===== config.mk =====
export PLATFORM = sky130hd
export DESIGN_NAME = hazard_scoreboard
export DESIGN_NICKNAME = d
export VERILOG_FILES = /design/src/rtl/hazard_scoreboard.sv
export SDC_FILE = /design/constraint.sdc
export NUM_CORES = 1
export LEC_CHECK = 0
export CORE_UTILIZATION = 55
export CTS_BUF_LIST = sky130_fd_sc_hd__clkbuf_4
export DETAILED_ROUTE_END_ITERATION = 7
export GPL_TIMING_DRIVEN = 0
export MAX_ROUTING_LAYER = met4
export PLACE_DENSITY = 0.91
export SLEW_MARGIN = 20
export SYNTH_ARGS = -nofsm -noshare
export SYNTH_HDL_FRONTEND = slang
export SYNTH_SLANG_ARGS = --single-unit

===== constraint.sdc =====
create_clock -name clk -period 6 [get_ports clk]
set_input_delay 1.8 -clock clk [delete_from_list [all_inputs] [get_ports clk]]
set_output_delay 1.8 -clock clk [all_outputs]
set_load 0.01 [all_outputs]

===== src/rtl/hazard_scoreboard.sv =====
// Register-write scoreboard for in-order issue: per-register pending-write counters gate the ID stage.
// Optional WB-stage forwarding awareness is enabled by defining HAZARD_SB_WB_BYPASS_EN.
module hazard_scoreboard #(
  parameter int unsigned NR_XREG = 32,
  parameter int unsigned NSRC    = 2,
  parameter int unsigned CNT_W   = 2,
  parameter int unsigned OUT_MAX = 4,
  parameter int unsigned IDX_W   = $clog2(NR_XREG)
) (
  input  logic                    clk,
  input  logic                    rst_n,
  input  logic                    issue_valid,
  input  logic                    issue_rd_w_en,
  input  logic [IDX_W-1:0]        issue_rd,
  input  logic [NSRC*IDX_W-1:0]   issue_rs,
  input  logic [NSRC-1:0]         issue_rs_use,
  input  logic                    commit_valid,
  input  logic [IDX_W-1:0]        commit_rd,
  input  logic                    flush,
  output logic                    issue_ready,
  output logic                    if_id_stall,
  output logic [NR_XREG-1:0]      busy_vec,
  output logic                    sb_err
);

  // Total needs headroom of one above OUT_MAX so an overflow attempt is representable.
  localparam int unsigned TOT_W = $clog2(OUT_MAX + 2);
  localparam logic [CNT_W-1:0] CNT_MAX = '1;

  logic [CNT_W-1:0] cnt_q [NR_XREG];
  logic [CNT_W-1:0] cnt_d [NR_XREG];
  logic [TOT_W-1:0] total_q;
  logic [TOT_W-1:0] total_d;
  logic             sb_err_q;

  logic             src_hazard;
  logic             rd_block;
  logic             fire;
  logic             inc;
  logic             dec_req;
  logic             dec;
  logic             same_rd;
  logic             underflow;
  logic             overflow;
  logic [IDX_W-1:0] rs_k;
  logic             bypass_k;

  // Source hazard detection across all operand ports.
  always_comb begin
    src_hazard = 1'b0;
    rs_k       = '0;
    bypass_k   = 1'b0;
    for (int unsigned k = 0; k < NSRC; k++) begin
      rs_k = issue_rs[k*IDX_W +: IDX_W];
`ifdef HAZARD_SB_WB_BYPASS_EN
      bypass_k = commit_valid && (commit_rd == rs_k) && (cnt_q[rs_k] == CNT_W'(1));
`else
      bypass_k = 1'b0;
`endif
      if (issue_rs_use[k] && (rs_k != '0) && (cnt_q[rs_k] != '0) && !bypass_k) begin
        src_hazard = 1'b1;
      end
    end
  end

  // Destination capacity: per-register counter full or global in-flight limit reached.
  always_comb begin
    rd_block = 1'b0;
    if (issue_rd_w_en && (issue_rd != '0)) begin
      rd_block = (cnt_q[issue_rd] == CNT_MAX) || (total_q >= TOT_W'(OUT_MAX));
    end
  end

  assign issue_ready = !(src_hazard || rd_block);
  assign if_id_stall = issue_valid && !issue_ready;
  assign fire        = issue_valid && issue_ready && !flush;

  // Update qualifiers; a commit to an empty counter is an error and changes nothing.
  always_comb begin
    inc       = fire && issue_rd_w_en && (issue_rd != '0);
    dec_req   = commit_valid && (commit_rd != '0);
    dec       = dec_req && (cnt_q[commit_rd] != '0);
    underflow = dec_req && (cnt_q[commit_rd] == '0);
    same_rd   = inc && dec && (issue_rd == commit_rd);
    overflow  = inc && !dec && (total_q >= TOT_W'(OUT_MAX));
  end

  // Next counter values; matching issue/commit on one register cancel out.
  always_comb begin
    cnt_d = cnt_q;
    if (inc && !same_rd) begin
      cnt_d[issue_rd] = cnt_q[issue_rd] + CNT_W'(1);
    end
    if (dec && !same_rd) begin
      cnt_d[commit_rd] = cnt_q[commit_rd] - CNT_W'(1);
    end
  end

  always_comb begin
    total_d = total_q;
    if (inc && !dec) begin
      total_d = total_q + TOT_W'(1);
    end else if (dec && !inc) begin
      total_d = total_q - TOT_W'(1);
    end
  end

  // State registers; flush empties the board but leaves the sticky error alone.
  always_ff @(posedge clk or negedge rst_n) begin
    if (!rst_n) begin
      for (int unsigned r = 0; r < NR_XREG; r++) begin
        cnt_q[r] <= '0;
      end
      total_q  <= '0;
      sb_err_q <= 1'b0;
    end else if (flush) begin
      for (int unsigned r = 0; r < NR_XREG; r++) begin
        cnt_q[r] <= '0;
      end
      total_q <= '0;
    end else begin
      for (int unsigned r = 0; r < NR_XREG; r++) begin
        cnt_q[r] <= cnt_d[r];
      end
      total_q <= total_d;
      if (underflow || overflow) begin
        sb_err_q <= 1'b1;
      end
    end
  end

  // Busy view derives only from registered counters; x0 is never reported.
  always_comb begin
    busy_vec = '0;
    for (int unsigned r = 1; r < NR_XREG; r++) begin
      busy_vec[r] = (cnt_q[r] != '0);
    end
  end

  assign sb_err = sb_err_q;

endmodule


==> flow_summary.yaml, run 1 <==
pwr:
  p_clk_frac: 0.310
  vdd_drop_max_v: 0.00008290
  p_sw_uw: 366.4
  p_int_uw: 683.2
  combPwrFrac: 0.250
  pwr-share-seq: 0.440
  netSwitchingFraction: 0.3491
  finalPower_uw: 1050
  power_density_nw_per_um2: 120.4
  p_leak_uw: 0.002953
setup_path:
  path_class: "in2reg"
  r2r_start: "cnt_q[46]"
  cp_common_cell: "buf_4"
  crit_path_start_kind: "input pin"
  cp-startpoint: "commit_rd[1]"
  path_cells: "clkdlybuf4s50_1, buf_4, mux4_2, mux4_2, mux2i_4, buf_6, buf_4, ha_1, a211oi_4, nand4_1, buf_4, clkbuf_2, nand4_1, a2111oi_4, buf_4, mux2i_1, a21oi_1"
  slowest_delay_ps: 610
  crit_fanout: 10
  ff2ff_setup_slack_ps: 1600
  path_buf_inv: 7
  end_kind: "flop"
  rr_endpoint: "cnt_q[58]"
  cp-endpoint: "cnt_q[58]"
  crit_slowest_cell: "clkdlybuf4s50_1"
  crit_family: "buffers and inverters"
  critical_path_arrival_ps: 6320
  reg2regPathDepth: 15
  worst-path-stages: 17
  cp_data_required_time_ps: 6360
yosys:
  synthCells: 728
  syn_avg_cell_area_um2: 10.01
  synth_cell_types: 74
  synth.cell_area_um2: 7284
  synth_top_area_share: 0.2336
  synth_edf_count: 0
  async_flop_share: 1.000
  synth_area_leaders: "dfrtp_1 (23%), mux4_2 (13%), a2111oi_4 (9.4%), mux2i_1 (8.0%), nand4_1 (3.2%)"
  ys_warn_count: 0
  netlist_top_cells_count: "dfrtp_1 (68), mux2i_1 (58), mux4_2 (42)"
  seq_area_frac_synth: 0.2336
  synth_nets: 759
  yosysTopAreaCell: "dfrtp_1"
  synth_seq_cells: 68
  yosysMostFrequentCell: "dfrtp_1"
  ys_dominant_reg_cell: "dfrtp_1"
sta:
  clock_skew_ps: 15.44
  fin_crit_ps: 5964
  hold-worst-slack_ps: 486.2
  worst-slew-pin-transition_ps: 1046
  period_share: 0.9940
  setup_viol: 0
  slew_violations: 0
  relSlewSlack: 0.3000
  report.final.hold_viol_count: 0
  setup_tns_ps: 0
  fmax_mhz: 167.7
hold_path:
  holdCritPathClass: "reg2reg"
floorplan:
  die_y_um: 117.1
  die_w_um: 117.1
  fp.dieArea_um2: 13710
  start_util: 0.5703
  fp-row-count: 41
  ios: 63
  core_um2: 12770
global_routing:
  grt_usage: 0.4462
  grt_pass1_wl_um: 41890
  gr-total-overflow: 0
  grt_max_degree: 42
  first_global_vias: 6911
  antenna_found_initial: 0
detailed_routing:
  vias_per_cell: 7.735
  drt_iter0_drc: 1343
  wl_per_cell_um: 29.19
  first_pass_iters: 6
  drtAntennaViolNets: 0
  route.vias.total: 7627
  route.detailed.drc: 0
  wl_um: 28780
cells_and_area:
  layout-drive-gt1-share: 0.2580
  finalCoreUtilization: 0.6823
  antennaDiodeCount: 0
  syn_to_final_growth_pct: 19.65
  finalNonFillerCells: 986
  nets: 840
clocking:
  cts_buffers: 9
  htree_levels: 3
  clk_latency_ps: 460
  cts.sinks: 68
  cts_buffer_depth: 2
  cts_tree: "yes"
  root_buffer: "clkbuf_4"
  clk_pin_slew_ps: 130
placement:
  place_inst: 955
  gp_congestion: 1.120
  hpwlAfterDp_um: 20820
  numPortBuffers: 54
run_status:
  status: "complete, no violations"
flow_run:
  maxCapViolCount: 0
[metrics by stage]
stage	setup slack [ps]	area (µm²)
after CTS	3.388	8579
after detailed placement	-1737	8059
final	36.26	8716
after floorplan	62.36	7286
after global placement	-1680	8041
after global routing	-47.12	8716
[cells by family after synthesis]
family | share of synthesized area
other cells | 0.0005148
buf+inv | 0.07678
simple gates | 0.2053
xor+xnor | 0.006013
fa+ha+maj | 0.006183
flops | 0.2336
mux | 0.2096
compound gates | 0.2621
[flip-flops by register name, indices dropped and copies added, names as in the netlist]
register / count
sb_err: 1
total_q: 3
cnt_q: 64
[power groups by stage]
stage / combinational (µW) / clock (µW) / sequential [µW]
2_1_floorplan: 149 / 0 / 470
3_3_place_gp: 219 / 0 / 470
3_5_place_dp: 224 / 0 / 470
4_1_cts: 244 / 319 / 462
5_1_grt: 273 / 348 / 462
6_report: 263 / 325 / 462
[cells in the final DEF, fill, tap and decap left out, types with 15 or more instances in the layout]
cell	n
clkbuf_1	27
a211oi_1	15
buf_2	15
a21oi_1	29
buf_4	21
mux4_2	42
clkdlybuf4s50_1	45
nor3b_1	23
nor2_1	26
dfrtp_1	68
nand2b_1	23
nand3_1	22
a2111oi_4	28
mux2i_1	57
o31ai_1	30
nand4_1	37
nor3_1	19
nand2_1	15
inv_1	27
[layer usage]
metal  wire, µm  vias to the layer above  global-route usage
li1           -                     3057                   -
met1       9820                     3606              0.5223
met2      11940                      768              0.6209
met3       4607                      196              0.2096
met4       2420                        0              0.2675
met5          0                        -                   -
[how the worst min path moves through the flow]
stage	start	to	slack, ps	cells past startpoint
finish	sb_err	sb_err	490	1
global route	sb_err	sb_err	510	1
CTS	sb_err	sb_err	490	1
detailed placement	sb_err	sb_err	460	1
global placement	sb_err	sb_err	460	1
floorplan	sb_err	sb_err	500	1
[timing repair]
action                                 in CTS  in global routing
hold buffers                                0                  0
pin swaps                                   7                 10
buffers inserted                           12                  4
gates cloned                                1                  0
endpoints found under the hold margin       0                  0
setup endpoints to repair                  66                 63
resized for setup                          79                 38
[area by class of cell]
cell class,instances,area [µm²]
multi-input cells,546,5235
fillers,956,4058
flip-flops and latches,68,1702
repair buffers,72,706.9
plain buffers,83,603.1
well taps,172,215.2
inverters,29,111.4
clock inverters,7,75.07
clock buffers,9,67.56
Power figures use the tool's default switching activity.
==> run 2: changes to the inputs <==
Settings changed: PLACE_DENSITY 0.91 to 0.88.
Clock period 6 ns to 6.9 ns, I/O delays scaled along.
==> flow_summary.yaml, run 2 (synthesized netlist as in run 1, its figures left out) <==
setup_path:
  cp_data_required_time_ps: 7270
  critical_path_arrival_ps: 7180
  crit_slowest_cell: "clkdlybuf4s50_1"
  end_kind: "flop"
  crit_path_start_kind: "input pin"
  cp_common_cell: "buf_2"
  crit_fanout: 10
  path_cells: "clkdlybuf4s50_1, buf_2, mux4_2, mux4_2, mux2i_2, clkbuf_4, buf_2, ha_1, a211oi_2, nand4_1, nor2b_1, o2111a_1, buf_2, buf_2, nor3b_1, a211oi_1"
  slowest_delay_ps: 630
  path_class: "in2reg"
floorplan:
  fp.dieArea_um2: 13710
  ios: 63
  die_w_um: 117.1
  start_util: 0.5703
  die_y_um: 117.1
  core_um2: 12770
  fp-row-count: 41
flow_run:
  maxCapViolCount: 0
pwr:
  pwr-share-seq: 0.443
  p_clk_frac: 0.318
  p_leak_uw: 0.002907
  vdd_drop_max_v: 0.00006610
  p_sw_uw: 313.4
  netSwitchingFraction: 0.3457
  p_int_uw: 593.2
  combPwrFrac: 0.239
  power_density_nw_per_um2: 106.4
detailed_routing:
  drtAntennaViolNets: 0
  first_pass_iters: 8
  drt_iter0_drc: 1219
  route.vias.total: 7298
  wl_per_cell_um: 29.20
  vias_per_cell: 7.432
  wl_um: 28680
  route.detailed.drc: 0
clocking:
  cts_buffer_depth: 2
  htree_levels: 3
  clk_latency_ps: 460
  root_buffer: "clkbuf_4"
  cts_tree: "yes"
  clk_pin_slew_ps: 150
  cts.sinks: 68
  cts_buffers: 9
  hold_buffers: 0
cells_and_area:
  multi_input_area_um2: 5114
  syn_to_final_growth_pct: 17.00
  antennaDiodeCount: 0
  nets: 836
  final_cell_mix: "dfrtp_1 (68), mux2i_1 (57), clkdlybuf4s50_1 (46)"
  largest_register_ffs: 64
  regArea_um2: 1702
  final_cell_area_um2: 8523
  top_register: "cnt_q"
  layout_commonest_cell: "dfrtp_1"
  layout-drive-gt1-share: 0.2284
  fillCellCount: 1016
sta:
  slew_violations: 0
  rsz0062_at_grt: "no"
  period_share: 0.9881
  worst-slew-pin-transition_ps: 987.8
  relSlewSlack: 0.3400
  fmax_mhz: 146.7
  finalWorstSetupSlack_ps: 82.23
  fin_crit_ps: 6818
  clock_skew_ps: 31.19
  setup_viol: 0
  report.final.hold_viol_count: 0
run_status:
  status: "complete, no violations"
global_routing:
  first_global_vias: 6853
  gr-total-overflow: 0
  grt_pass1_wl_um: 42010
  grt_usage: 0.4469
  antenna_found_initial: 0
  grt_max_degree: 36
hold_path:
  holdCritPathClass: "reg2reg"
placement:
  gp_congestion: 1.058
  numPortBuffers: 54
  hpwlAfterDp_um: 21870
  placed_area_um2: 8063
  pre_cts_ws_ps: -1809
## run 2: layout make-up
cell class | instances | area share
well taps | 172 | 0.02525
repair buffers | 68 | 0.08118
flip-flops and latches | 68 | 0.1996
plain buffers | 83 | 0.06342
clock buffers | 9 | 0.007927
multi-input cells | 546 | 0.6000
clock inverters | 7 | 0.009542
inverters | 29 | 0.01307
## run 2: worst max-delay path: cells and delay by family
| family | cells | cell delay (ps) |
|---|---|---|
| buffers and inverters | 6 | 2040 |
| AO/OA/AOI/OAI | 3 | 1250 |
| AND/OR/NAND/NOR | 3 | 770 |
| multiplexers | 3 | 760 |
| adder cells (fa/ha/maj) | 1 | 270 |
## run 2: final timing paths
kind                       slack [ps]    startpoint          to  depth (start not counted)
max                                80  commit_rd[1]   cnt_q[29]                         16
min                               500        sb_err      sb_err                          1
max reg2reg                      2110     cnt_q[28]   cnt_q[29]                         14
min reg2reg                       500        sb_err      sb_err                          1
max in group asynchronous        4770         rst_n   cnt_q[32]                          2
min in group asynchronous        1550         rst_n  total_q[1]                          1
## run 2: through the flow
step | TNS (ps) | hold WS, ps | std cells | util | power [µW]
after floorplan | 0 | 503.2 | 728 | - | 538.0
after global placement | -62240 | 452.8 | 954 | 0.6294 | 602.0
after detailed placement | -59760 | 462.5 | 955 | 0.6312 | 604.8
after CTS | 0 | 497.9 | 977 | 0.6593 | 893.6
after global routing | 0 | 506.3 | 982 | 0.6673 | 932.6
final | 0 | 496.3 | 982 | 0.6673 | 906.6
## run 2: layer usage
metal | track usage | up-vias | part of all wire
li1 | - | 3037 | -
met4 | 0.2650 | 0 | 0.073
met2 | 0.6584 | 585 | 0.44
met5 | - | - | 0
met3 | 0.1390 | 143 | 0.13
met1 | 0.5393 | 3533 | 0.36
## run 2: what timing repair did
| action | CTS | global route |
|---|---|---|
| pin swaps | 4 | 4 |
| cloned | 1 | 0 |
| setup endpoints to repair | 66 | 62 |
| gates resized for setup | 42 | 27 |
| setup buffers | 7 | 5 |
## run 2: power groups by stage
stage,logic [µW],registers (µW),clock network (µW)
finish,217,402,289
global route,227,402,304
CTS,207,401,285
detailed placement,196,409,0
global placement,193,409,0
floorplan,129,409,0
==> run 3: changes to the inputs <==
Settings changed: CAP_MARGIN from default to 20.
Clock period 6.9 ns to 6.65 ns, I/O delays scaled along.
==> flow_summary.yaml, run 3 (synthesized netlist as in run 1, its figures left out) <==
sta:
  worst-slew-pin-transition_ps: 969.5
  relSlewSlack: 0.3487
  setup_tns_ps: 0
  rsz0062_at_grt: "no"
  report.final.hold_viol_count: 0
  slew_violations: 0
  clock_skew_ps: 35.84
  hold-worst-slack_ps: 498.5
  fin_crit_ps: 6603
  fmax_mhz: 151.4
  period_share: 0.9929
  setup_viol: 0
clocking:
  cts.sinks: 68
  clk_pin_slew_ps: 150
  clk_latency_ps: 460
  root_buffer: "clkbuf_4"
  htree_levels: 3
  cts_tree: "yes"
  hold_buffers: 0
  cts_buffer_depth: 2
  cts_buffers: 9
cells_and_area:
  nets: 837
  layout-drive-gt1-share: 0.2343
  top_register: "cnt_q"
  syn_to_final_growth_pct: 17.50
  largest_register_ffs: 64
  finalCoreUtilization: 0.6701
  final_cell_mix: "dfrtp_1 (68), mux2i_1 (57), clkdlybuf4s50_1 (46)"
  layout_commonest_cell: "dfrtp_1"
setup_path:
  r2r_start: "cnt_q[28]"
  path_class: "in2reg"
  crit_path_start_kind: "input pin"
  cp_data_required_time_ps: 7010
  critical_path_arrival_ps: 6960
  rr_endpoint: "cnt_q[33]"
  end_kind: "flop"
  crit_fanout: 10
  reg2regPathDepth: 13
  ff2ff_setup_slack_ps: 1990
global_routing:
  grt_usage: 0.4474
  antenna_found_initial: 0
  grt_pass1_wl_um: 41920
  first_global_vias: 6882
  grt_max_degree: 36
  gr-total-overflow: 0
detailed_routing:
  wl_per_cell_um: 29.41
  first_pass_iters: 6
  route.detailed.drc: 0
  wl_um: 28940
  vias_per_cell: 7.542
  route.vias.total: 7421
  drtAntennaViolNets: 0
  drt_iter0_drc: 1010
hold_path:
  holdCritPathClass: "reg2reg"
  min_to: "sb_err"
  min_delay_path_depth: 1
  holdCritStartpoint: "sb_err"
floorplan:
  fp-row-count: 41
  fp.dieArea_um2: 13710
  ios: 63
  die_y_um: 117.1
  core_um2: 12770
  die_w_um: 117.1
  start_util: 0.5703
placement:
  numPortBuffers: 54
  gp_congestion: 1.058
  hpwlAfterDp_um: 21870
run_status:
  status: "complete, no violations"
flow_run:
  maxCapViolCount: 0
pwr:
  power_density_nw_per_um2: 110.3
  vdd_drop_max_v: 0.00007053
  p_leak_uw: 0.002911
run 3: cell count changes in the layout (fill, tap and decap cells not counted), sizes merged:
| cell | delta |
|---|---|
| diode | +1 |
| buf | +1 |
| dlymetal6s2s | -2 |
| dlygate4sd2 | +2 |
run 3: repair_timing:
item,CTS,global route
setup endpoints to repair,66,63
pin swaps,4,3
gates cloned,1,0
buffers inserted,7,6
gates resized for setup,54,17
run 3: per-layer routing:
metal  wire (µm)  GRT usage  share of wire  up-vias
li1            -          -              -     3052
met1       10570     0.5423           0.37     3577
met2       12700     0.6655           0.44      629
met3        3631     0.1344           0.13      163
met4        2040     0.2532          0.070        0
met5           0          -              0        -
run 3: cell type report:
cell class,count,area (µm²)
Tap cell,172,215.2
Timing Repair Buffer,69,691.9
Fill cell,1015,4214
Sequential cell,68,1702
Antenna cell,1,2.502
Clock inverter,7,81.33
Multi-Input combinational cell,546,5130
Buffer,83,558.0
Clock buffer,9,67.56
Inverter,29,111.4
run 3: through the flow:
step | power (µW) | setup WS, ps | instance area (µm²) | cells
floorplan | 558.2 | 197.1 | 7284 | 728
global placement | 624.6 | -1946 | 8040 | 954
detailed placement | 627.5 | -1909 | 8063 | 955
CTS | 927.9 | 17.83 | 8463 | 977
global route | 968.9 | 9.922 | 8557 | 983
finish | 943.7 | 47.03 | 8559 | 984
run 3: worst max-delay path, cell delays in order:
cell and delay, ps:
clkdlybuf4s50_1 650, buf_2 360, mux4_2 330, mux4_2 330
mux2i_4 120, clkbuf_4 250, buf_2 220, ha_1 270
a211oi_2 420, nand4_1 300, nor2b_1 360, o2111a_2 410
buf_2 270, buf_2 300, nor3b_1 110, a211oi_1 250
run 3: worst max path at each step:
stage / depth (start not counted) / startpoint / endpoint
floorplan: 12 / issue_rd[1] / if_id_stall
global placement: 13 / issue_rd[1] / issue_ready
detailed placement: 13 / issue_rd[1] / issue_ready
CTS: 12 / issue_rd[0] / if_id_stall
global route: 11 / issue_rs[6] / if_id_stall
finish: 16 / commit_rd[1] / cnt_q[53]
run 3: report_power, final:
part	internal (µW)	switching, µW	leakage (µW)
Clock	119	182	0.0000775
Sequential	415	1.80	0.000944
Combinational	81.8	144	0.00189
Total	616	328	0.00291
